--- config.mk ---
export PLATFORM = sky130hd
export DESIGN_NAME = branch_predict_bht
export DESIGN_NICKNAME = d
export VERILOG_FILES = /design/src/rtl/branch_predict_bht.sv
export SDC_FILE = /design/constraint.sdc
export NUM_CORES = 1
export LEC_CHECK = 0
export ABC_CLOCK_PERIOD_IN_PS = 11800
export BUFFER_PORTS_ARGS = -buffer_cell sky130_fd_sc_hd__buf_4
export CORE_ASPECT_RATIO = 0.6
export CORE_MARGIN = 10
export CORE_UTILIZATION = 45
export DETAILED_ROUTE_END_ITERATION = 8
export PLACE_DENSITY = 0.66
export SYNTH_ARGS = -nofsm -noshare
export SYNTH_HDL_FRONTEND = slang
export SYNTH_SLANG_ARGS = --single-unit
--- constraint.sdc ---
create_clock -name clk -period 11.8 [get_ports clk]
set_input_delay 1.77 -clock clk [delete_from_list [all_inputs] [get_ports clk]]
set_output_delay 1.77 -clock clk [all_outputs]
set_load 0.1 [all_outputs]
--- src/rtl/branch_predict_bht.sv ---
// Branch history table predictor: a direct-mapped table of tagged 2-bit counters,
// swept clear after reset, with a static backward-taken fallback on a miss.
module branch_predict_bht #(
    parameter int INDEX_BITS = 6,
    parameter int TAG_BITS   = 8
) (
    input  logic        clk,
    input  logic        rst,
    input  logic [31:0] pc,
    input  logic [31:0] ins,
    output logic [31:0] target,
    output logic        taken,
    input  logic        upd_valid,
    input  logic [31:0] upd_pc,
    input  logic        upd_taken,
    output logic        ready
);

    localparam int ENTRIES = 1 << INDEX_BITS;
    localparam logic [4:0] OP_BRANCH = 5'b11000;
    localparam logic [4:0] OP_JAL    = 5'b11011;
    localparam logic [INDEX_BITS-1:0] SWEEP_LAST = {INDEX_BITS{1'b1}};
    localparam logic [INDEX_BITS-1:0] SWEEP_ONE  = {{(INDEX_BITS-1){1'b0}}, 1'b1};

    typedef enum logic {
        ST_INIT = 1'b0,
        ST_RUN  = 1'b1
    } state_e;

    function automatic logic [1:0] ctr_step(input logic [1:0] c, input logic up);
        logic [1:0] r;
        if (up) begin
            r = (c == 2'b11) ? 2'b11 : c + 2'b01;
        end else begin
            r = (c == 2'b00) ? 2'b00 : c - 2'b01;
        end
        return r;
    endfunction

    state_e                state_q;
    logic [INDEX_BITS-1:0] sweep_q;
    logic                  ready_q;

    logic                  valid_q [ENTRIES];
    logic [TAG_BITS-1:0]   tag_q   [ENTRIES];
    logic [1:0]            ctr_q   [ENTRIES];

    logic                  op_32_s;
    logic                  op_branch_s;
    logic                  op_jal_s;
    logic [31:0]           imm_b_s;
    logic [31:0]           imm_j_s;

    logic [INDEX_BITS-1:0] pred_idx_s;
    logic [TAG_BITS-1:0]   pred_tag_s;
    logic                  pred_hit_s;
    logic [INDEX_BITS-1:0] upd_idx_s;
    logic [TAG_BITS-1:0]   upd_tag_s;
    logic                  upd_hit_s;

    logic                  wr_en_d;
    logic [INDEX_BITS-1:0] wr_idx_d;
    logic                  wr_valid_d;
    logic [TAG_BITS-1:0]   wr_tag_d;
    logic [1:0]            wr_ctr_d;

    logic                  unused_s;

    assign op_32_s     = (ins[1:0] == 2'b11);
    assign op_branch_s = op_32_s && (ins[6:2] == OP_BRANCH);
    assign op_jal_s    = op_32_s && (ins[6:2] == OP_JAL);
    assign imm_b_s     = {{20{ins[31]}}, ins[7], ins[30:25], ins[11:8], 1'b0};
    assign imm_j_s     = {{12{ins[31]}}, ins[19:12], ins[20], ins[30:21], 1'b0};

    assign pred_idx_s  = pc[INDEX_BITS+1:2];
    assign pred_tag_s  = pc[INDEX_BITS+TAG_BITS+1:INDEX_BITS+2];
    assign pred_hit_s  = ready_q && valid_q[pred_idx_s] && (tag_q[pred_idx_s] == pred_tag_s);

    assign upd_idx_s   = upd_pc[INDEX_BITS+1:2];
    assign upd_tag_s   = upd_pc[INDEX_BITS+TAG_BITS+1:INDEX_BITS+2];
    assign upd_hit_s   = valid_q[upd_idx_s] && (tag_q[upd_idx_s] == upd_tag_s);

    assign unused_s    = ^{upd_pc[1:0], upd_pc >> (INDEX_BITS + TAG_BITS + 2)};

    assign ready       = ready_q;

    // Prediction: reads the table before any same-cycle update lands.
    always_comb begin
        target = pc + (op_branch_s ? imm_b_s : imm_j_s);
        if (op_jal_s) begin
            taken = 1'b1;
        end else if (op_branch_s && pred_hit_s) begin
            taken = ctr_q[pred_idx_s][1];
        end else if (op_branch_s) begin
            taken = ins[31];
        end else begin
            taken = 1'b0;
        end
    end

    // Single table write port, shared by the init sweep and trained updates.
    always_comb begin
        wr_en_d    = 1'b0;
        wr_idx_d   = sweep_q;
        wr_valid_d = 1'b0;
        wr_tag_d   = {TAG_BITS{1'b0}};
        wr_ctr_d   = 2'b01;
        if (rst) begin
            wr_en_d = 1'b0;
        end else if (state_q == ST_INIT) begin
            wr_en_d = 1'b1;
        end else if (upd_valid) begin
            wr_en_d    = 1'b1;
            wr_idx_d   = upd_idx_s;
            wr_valid_d = 1'b1;
            wr_tag_d   = upd_tag_s;
            if (upd_hit_s) begin
                wr_ctr_d = ctr_step(ctr_q[upd_idx_s], upd_taken);
            end else begin
                wr_ctr_d = upd_taken ? 2'b10 : 2'b01;
            end
        end else begin
            wr_en_d = 1'b0;
        end
    end

    // Table storage.
    always_ff @(posedge clk) begin
        if (wr_en_d) begin
            valid_q[wr_idx_d] <= wr_valid_d;
            tag_q[wr_idx_d]   <= wr_tag_d;
            ctr_q[wr_idx_d]   <= wr_ctr_d;
        end
    end

    // Init/run control: sweep every entry once, then raise ready.
    always_ff @(posedge clk) begin
        if (rst) begin
            state_q <= ST_INIT;
            sweep_q <= {INDEX_BITS{1'b0}};
            ready_q <= 1'b0;
        end else begin
            case (state_q)
                ST_INIT: begin
                    sweep_q <= sweep_q + SWEEP_ONE;
                    if (sweep_q == SWEEP_LAST) begin
                        state_q <= ST_RUN;
                        ready_q <= 1'b1;
                    end else begin
                        ready_q <= 1'b0;
                    end
                end
                ST_RUN: begin
                    ready_q <= 1'b1;
                end
                default: begin
                    state_q <= ST_INIT;
                    sweep_q <= {INDEX_BITS{1'b0}};
                    ready_q <= 1'b0;
                end
            endcase
        end
    end

endmodule

# Word level (Yosys, flattened, before mapping)
# Memory sizes are Yosys's and may differ from the RTL's.
# Index checks and enable logic that the tools add are counted.
# op_classes
mul,0
div_mod_pow,0
bitwise,1
shift,0
muxes,28
magnitude_cmp,0
eq_ne,7
n_addsub,4
reduce_logical,7
# ops
cell,n
32-bit adder,1
8-bit two-way mux,3
20-bit two-way mux,1
6-bit two-way mux,3
8-bit == test,2
2-bit two-way mux,8
1-bit two-way mux,12
"5-bit == test, second input constant",2
"6-bit by 1-bit adder with 6-bit output, second input constant",1
"6-bit == test, second input constant",1
1-bit logical AND,6
"2-bit == test, second input constant",2
"2-bit by 1-bit adder with 2-bit output, second input constant",1
2-bit logical NOT,1
1-bit one-hot mux with 2 select lines,1
"2-bit by 1-bit subtractor with 2-bit output, second input constant",1
1-bit NOT,1
# totals
ram_bits,704
mem_bits_ro,0
reg_bits,8
input_bits,100
latch_bits,0
n_memories,3
out_inout_bits,34
# memory_table
memory,words,word_bits,rd,rd_clocked_by_memory_dff,wr,line,text
tag_q,64,8,2,0,1,45,logic [TAG_BITS-1:0] tag_q [ENTRIES];
ctr_q,64,2,2,0,1,46,logic [1:0] ctr_q [ENTRIES];
valid_q,64,1,2,0,1,44,logic valid_q [ENTRIES];

# Logic depth before layout (Yosys ltp)
# An unclocked memory read counts as a cell.
# logic_depth
word_depth,8
mapped_depth,18
depth_no_buf,17

# Worst setup path before layout
# No wires, ideal clock.
# synth_timing
kind,input -> output
startpoint,input ins[5]
endpoint,output target[27]
t_arrival_ns,6.895
path_stages,18
t_required_ns,10.030
setup_slack_ns,3.135
path_buffers,1
path_cell_list,nor2b_1 -> nand4_1 -> or3_1 -> clkbuf_1 -> mux2_2 -> ha_1 -> inv_1 -> fa_1 -> nor2b_1 -> o21a_1 -> o21ai_0 -> a21oi_1 -> o22ai_1 -> o31ai_1 -> a21oi_1 -> a31o_2 -> nand2b_1 -> a21boi_0
# synth_via
elab_chain_cells,4
# synth_rtl
item,line,text
from (decl),10,"input logic [31:0] ins,"
5-bit == test,70,assign op_branch_s = op_32_s && (ins[6:2] == OP_BRANCH);
1-bit logical AND,70,
20-bit two-way mux,89,target = pc + (op_branch_s ? imm_b_s : imm_j_s);
32-bit adder,89,
to (decl),11,"output logic [31:0] target,"
# Every way passes these cells.

# Worst setup path after layout
# layout_timing
startpoint,input ins[4]
endpoint,output target[30]
# The elaborated chain is that of the path after synthesis.

==> out/results.txt <==
Row cnt -> 78
DRC -> 0
Setup Skew -> 0.0264 ns
Placed wire-length estimate -> 68500 µm
Max Freq -> 0.121 GHz
Drt via density -> 6.77
CTS Sinks -> 711
Synthesis-stage register bit count -> 711
Port Buf Inserts -> 113
Overflow after GRT -> 0
Avg Cell Area, Syn -> 18.7 µm²
Post-synth top flop -> edfxtp_1
Leading area contributor after synthesis -> edfxtp_1
Die Wd -> 379 µm
LEAKAGE -> 13.2 nW
Setup Fix Bufs, Post-CTS -> 0
Unique masters post-synth -> 64
CTS Buf Count -> 66
Pin count of the biggest net entering global routing -> 105
Synthesized Nets -> 1993
Synth Area in Simple Gates -> 3.71%
Worst Path Max Fanout -> 15
CTS max path bufs -> 3
Crit Path Category -> primary input to primary output
Complex-gate fraction of the synthesized area -> 3.71%
Core ar. -> 76000 µm²
GP Congestion -> 1.00
Final Net Count -> 2105
CTS tree -> done
Post-Syn Instances -> 1859
Yosys top cell area share -> 60.9%
Worst R2R End -> ctr_q[0][1]
Worst slew pin tran -> 1.37 ns
Vias in the first global route -> 20100
Post-route antenna net violation count -> 0
DR pass1 iterations -> 6
Final Setup Violations -> 0
Synthesis-to-finish area growth -> 11.9%
Final Total Pwr -> 5.53 mW
Root buffer cell -> clkbuf_16
Final Cycle Share -> 70.0%
MaxCap Viol Count -> 0
Status -> completed
TNS Setup -> 0 ns
Fraction of layout cells with a size suffix above 1 -> 34.5%
# H-tree levels -> 3
Worst Setup Start Kind -> primary input
Worst r2r path cells -> 9
Die ar. -> 89000 µm²
Critical hold path startpoint -> sweep_q[5]
Largest vdd supply drop -> 0.123 mV
Min-Delay Endpoint -> sweep_q[5]
DR WL/cell -> 35.0 µm
Post-synthesis sequential area ratio -> 61.3%
Clock Latency Late Sink -> 0.61 ns
Starting Density -> 45.6%
Die Span Y -> 235 µm
Clock Pin Slew Worst Setup and Hold Paths -> 0.07 ns
FF-to-FF Start -> tag_q[46][2]
Post-Synth XOR/XNOR Area -> 1.51%
Final WL -> 106000 µm
Post-Synth Adder-Cell Area -> 1.25%
Initial antenna violation count -> 9
Post-CTS Resized -> 0
Max-slew violation count -> 0
Mux share of post-synthesis cell area -> 26.6%
Max_slew headroom -> 8.67%
Largest family of logic cells by synthesized area -> multiplexers
Crit-path max cell delay -> 0.76 ns
RSZ-0062 raised after global routing -> false
Hold Path Class -> flop to flop
Worst EP arrival -> 6.49 ns
Min Tclk post-route -> 8.26 ns
Post-synth ARST share -> 0%
Final Hold Fails -> 0
Post-synth EDFFs -> 704
Finished Core Util -> 51.1%
IO Count -> 134
WP data required -> 10.03 ns
Netlist Area Pre-Place -> 34700 µm²
Hold buffers post-CTS -> 0
First-pass GRT wire length -> 149000 µm
Critical Path End Type -> primary output
GRT Total Usage -> 23.4%
Hold path cells -> 2
Area contributors post-synth -> edfxtp_1 (61%), mux4_2 (25%), mux2i_1 (1.2%)
Yosys Warn Count -> 0
R2R setup slack -> 7.69 ns
Highest-delay cell along the critical path -> or4b_2
Pwr Density -> 143 nW/µm²
ANT cells -> 0
Via total after detailed routing -> 20400
Crit-path cells -> buf_4 > nor2b_1 > nand4_1 > or3_1 > mux2_2 > ha_1 > inv_1 > o21ai_0 > a21oi_1 > o31ai_1 > a31oi_1 > or4b_2 > a31oi_1 > a211oi_1 > a21oi_1 > xor2_1 > buf_4
DRT iter0 DRCs -> 3338
==> cells by family after synthesis <==
| kind of cell | Yosys count |
|---|---|
| compound gates | 194 |
| xor+xnor | 60 |
| fa+ha+maj | 34 |
| buf+inv | 137 |
| flops | 711 |
| mux | 442 |
| simple gates | 281 |
==> state kept, by name, summed over array words and instances, names as in the netlist <==
signal   cells
tag_q      512
ctr_q      128
valid_q     64
sweep_q      6
state_q      1
==> Yosys cell counts, types with 4 or more instances <==
library cell	number
edfxtp_1	704
mux4_2	383
nor2_1	112
nand2_1	70
a21oi_1	49
clkbuf_1	49
mux2i_1	42
xnor2_1	42
buf_2	38
ha_1	33
o21ai_0	30
a21o_1	19
xor2_1	18
inv_1	17
mux2_2	17
buf_1	16
nor3_1	16
nor2b_1	15
a22oi_1	14
nand3_1	13
nand2b_1	12
and2_1	11
a211oi_1	9
buf_4	9
o21a_1	8
o22ai_1	8
buf_6	7
dfxtp_1	7
a221oi_1	6
and3_1	6
nand4_1	6
o31ai_1	6
o21bai_1	5
or3_1	5
a2111oi_0	4
a22o_1	4
a31oi_1	4
nand3b_1	4
==> metrics by stage <==
| stage | instance area, µm² | hold slack, ns | setup WS (ns) | instances |
|---|---|---|---|---|
| after floorplan | 34700 | 0.481 | 3.14 | 1859 |
| after global placement | 36800 | 0.502 | 3.67 | 2903 |
| after detailed placement | 36800 | 0.520 | 3.61 | 2903 |
| after CTS | 38800 | 0.534 | 3.58 | 3018 |
| after global routing | 38800 | 0.592 | 3.19 | 3018 |
| final | 38800 | 0.537 | 3.54 | 3018 |
==> cells in the final DEF, fill, tap and decap left out, types with 27 or more instances in the layout <==
| cell | count |
|---|---|
| edfxtp_1 | 704 |
| mux4_2 | 383 |
| buf_4 | 155 |
| nor2_1 | 84 |
| nand2_1 | 70 |
| clkbuf_16 | 69 |
| a21oi_1 | 49 |
| xnor2_1 | 42 |
| mux2i_1 | 42 |
| ha_1 | 33 |
| o21ai_0 | 30 |
| nor2_2 | 27 |
==> worst max path at each step <==
| stage | start | endpoint | slack, ns | depth (start not counted) |
|---|---|---|---|---|
| floorplan | ins[5] | target[27] | 3.14 | 18 |
| global route | ins[4] | target[30] | 3.19 | 17 |
| finish | ins[4] | target[30] | 3.54 | 17 |
| detailed placement | ins[4] | target[30] | 3.61 | 17 |
| CTS | ins[4] | target[30] | 3.58 | 17 |
| global placement | ins[4] | target[30] | 3.67 | 17 |
==> per-layer routing <==
layer / global-route usage, % / routed length [µm] / part of all wire (%) / up-vias
met5: 0 / 68 / 0.064 / -
met4: 5.67 / 2610 / 2.5 / 10
li1: - / - / - / 8088
met1: 34.5 / 42900 / 41 / 10800
met2: 31.4 / 44000 / 42 / 1363
met3: 10.2 / 16200 / 15 / 165
==> final cells by class <==
type	instances	area (µm²)
clock buffers	84	1790
flip-flops and latches	711	21300
clock inverters	31	259
well taps	1000	1250
inverters	18	67.6
fillers	6002	37200
repair buffers	163	1300
multi-input cells	1011	12900
==> report_power, final <==
| part | switching [mW] | internal [mW] | total, mW |
|---|---|---|---|
| logic | 0.461 | 0.237 | 0.697 |
| clock network | 0.928 | 1.16 | 2.09 |
| registers | 0.00458 | 2.74 | 2.74 |
==> worst max-delay path: cells and delay by family <==
kind / cells / cell delay (ns)
mux: 1 / 0.37
xor+xnor: 1 / 0.17
compound gates: 7 / 1.80
fa+ha+maj: 1 / 0.32
buf+inv: 3 / 0.48
simple gates: 4 / 1.55
No activity file was read; power rests on OpenSTA's default activity.
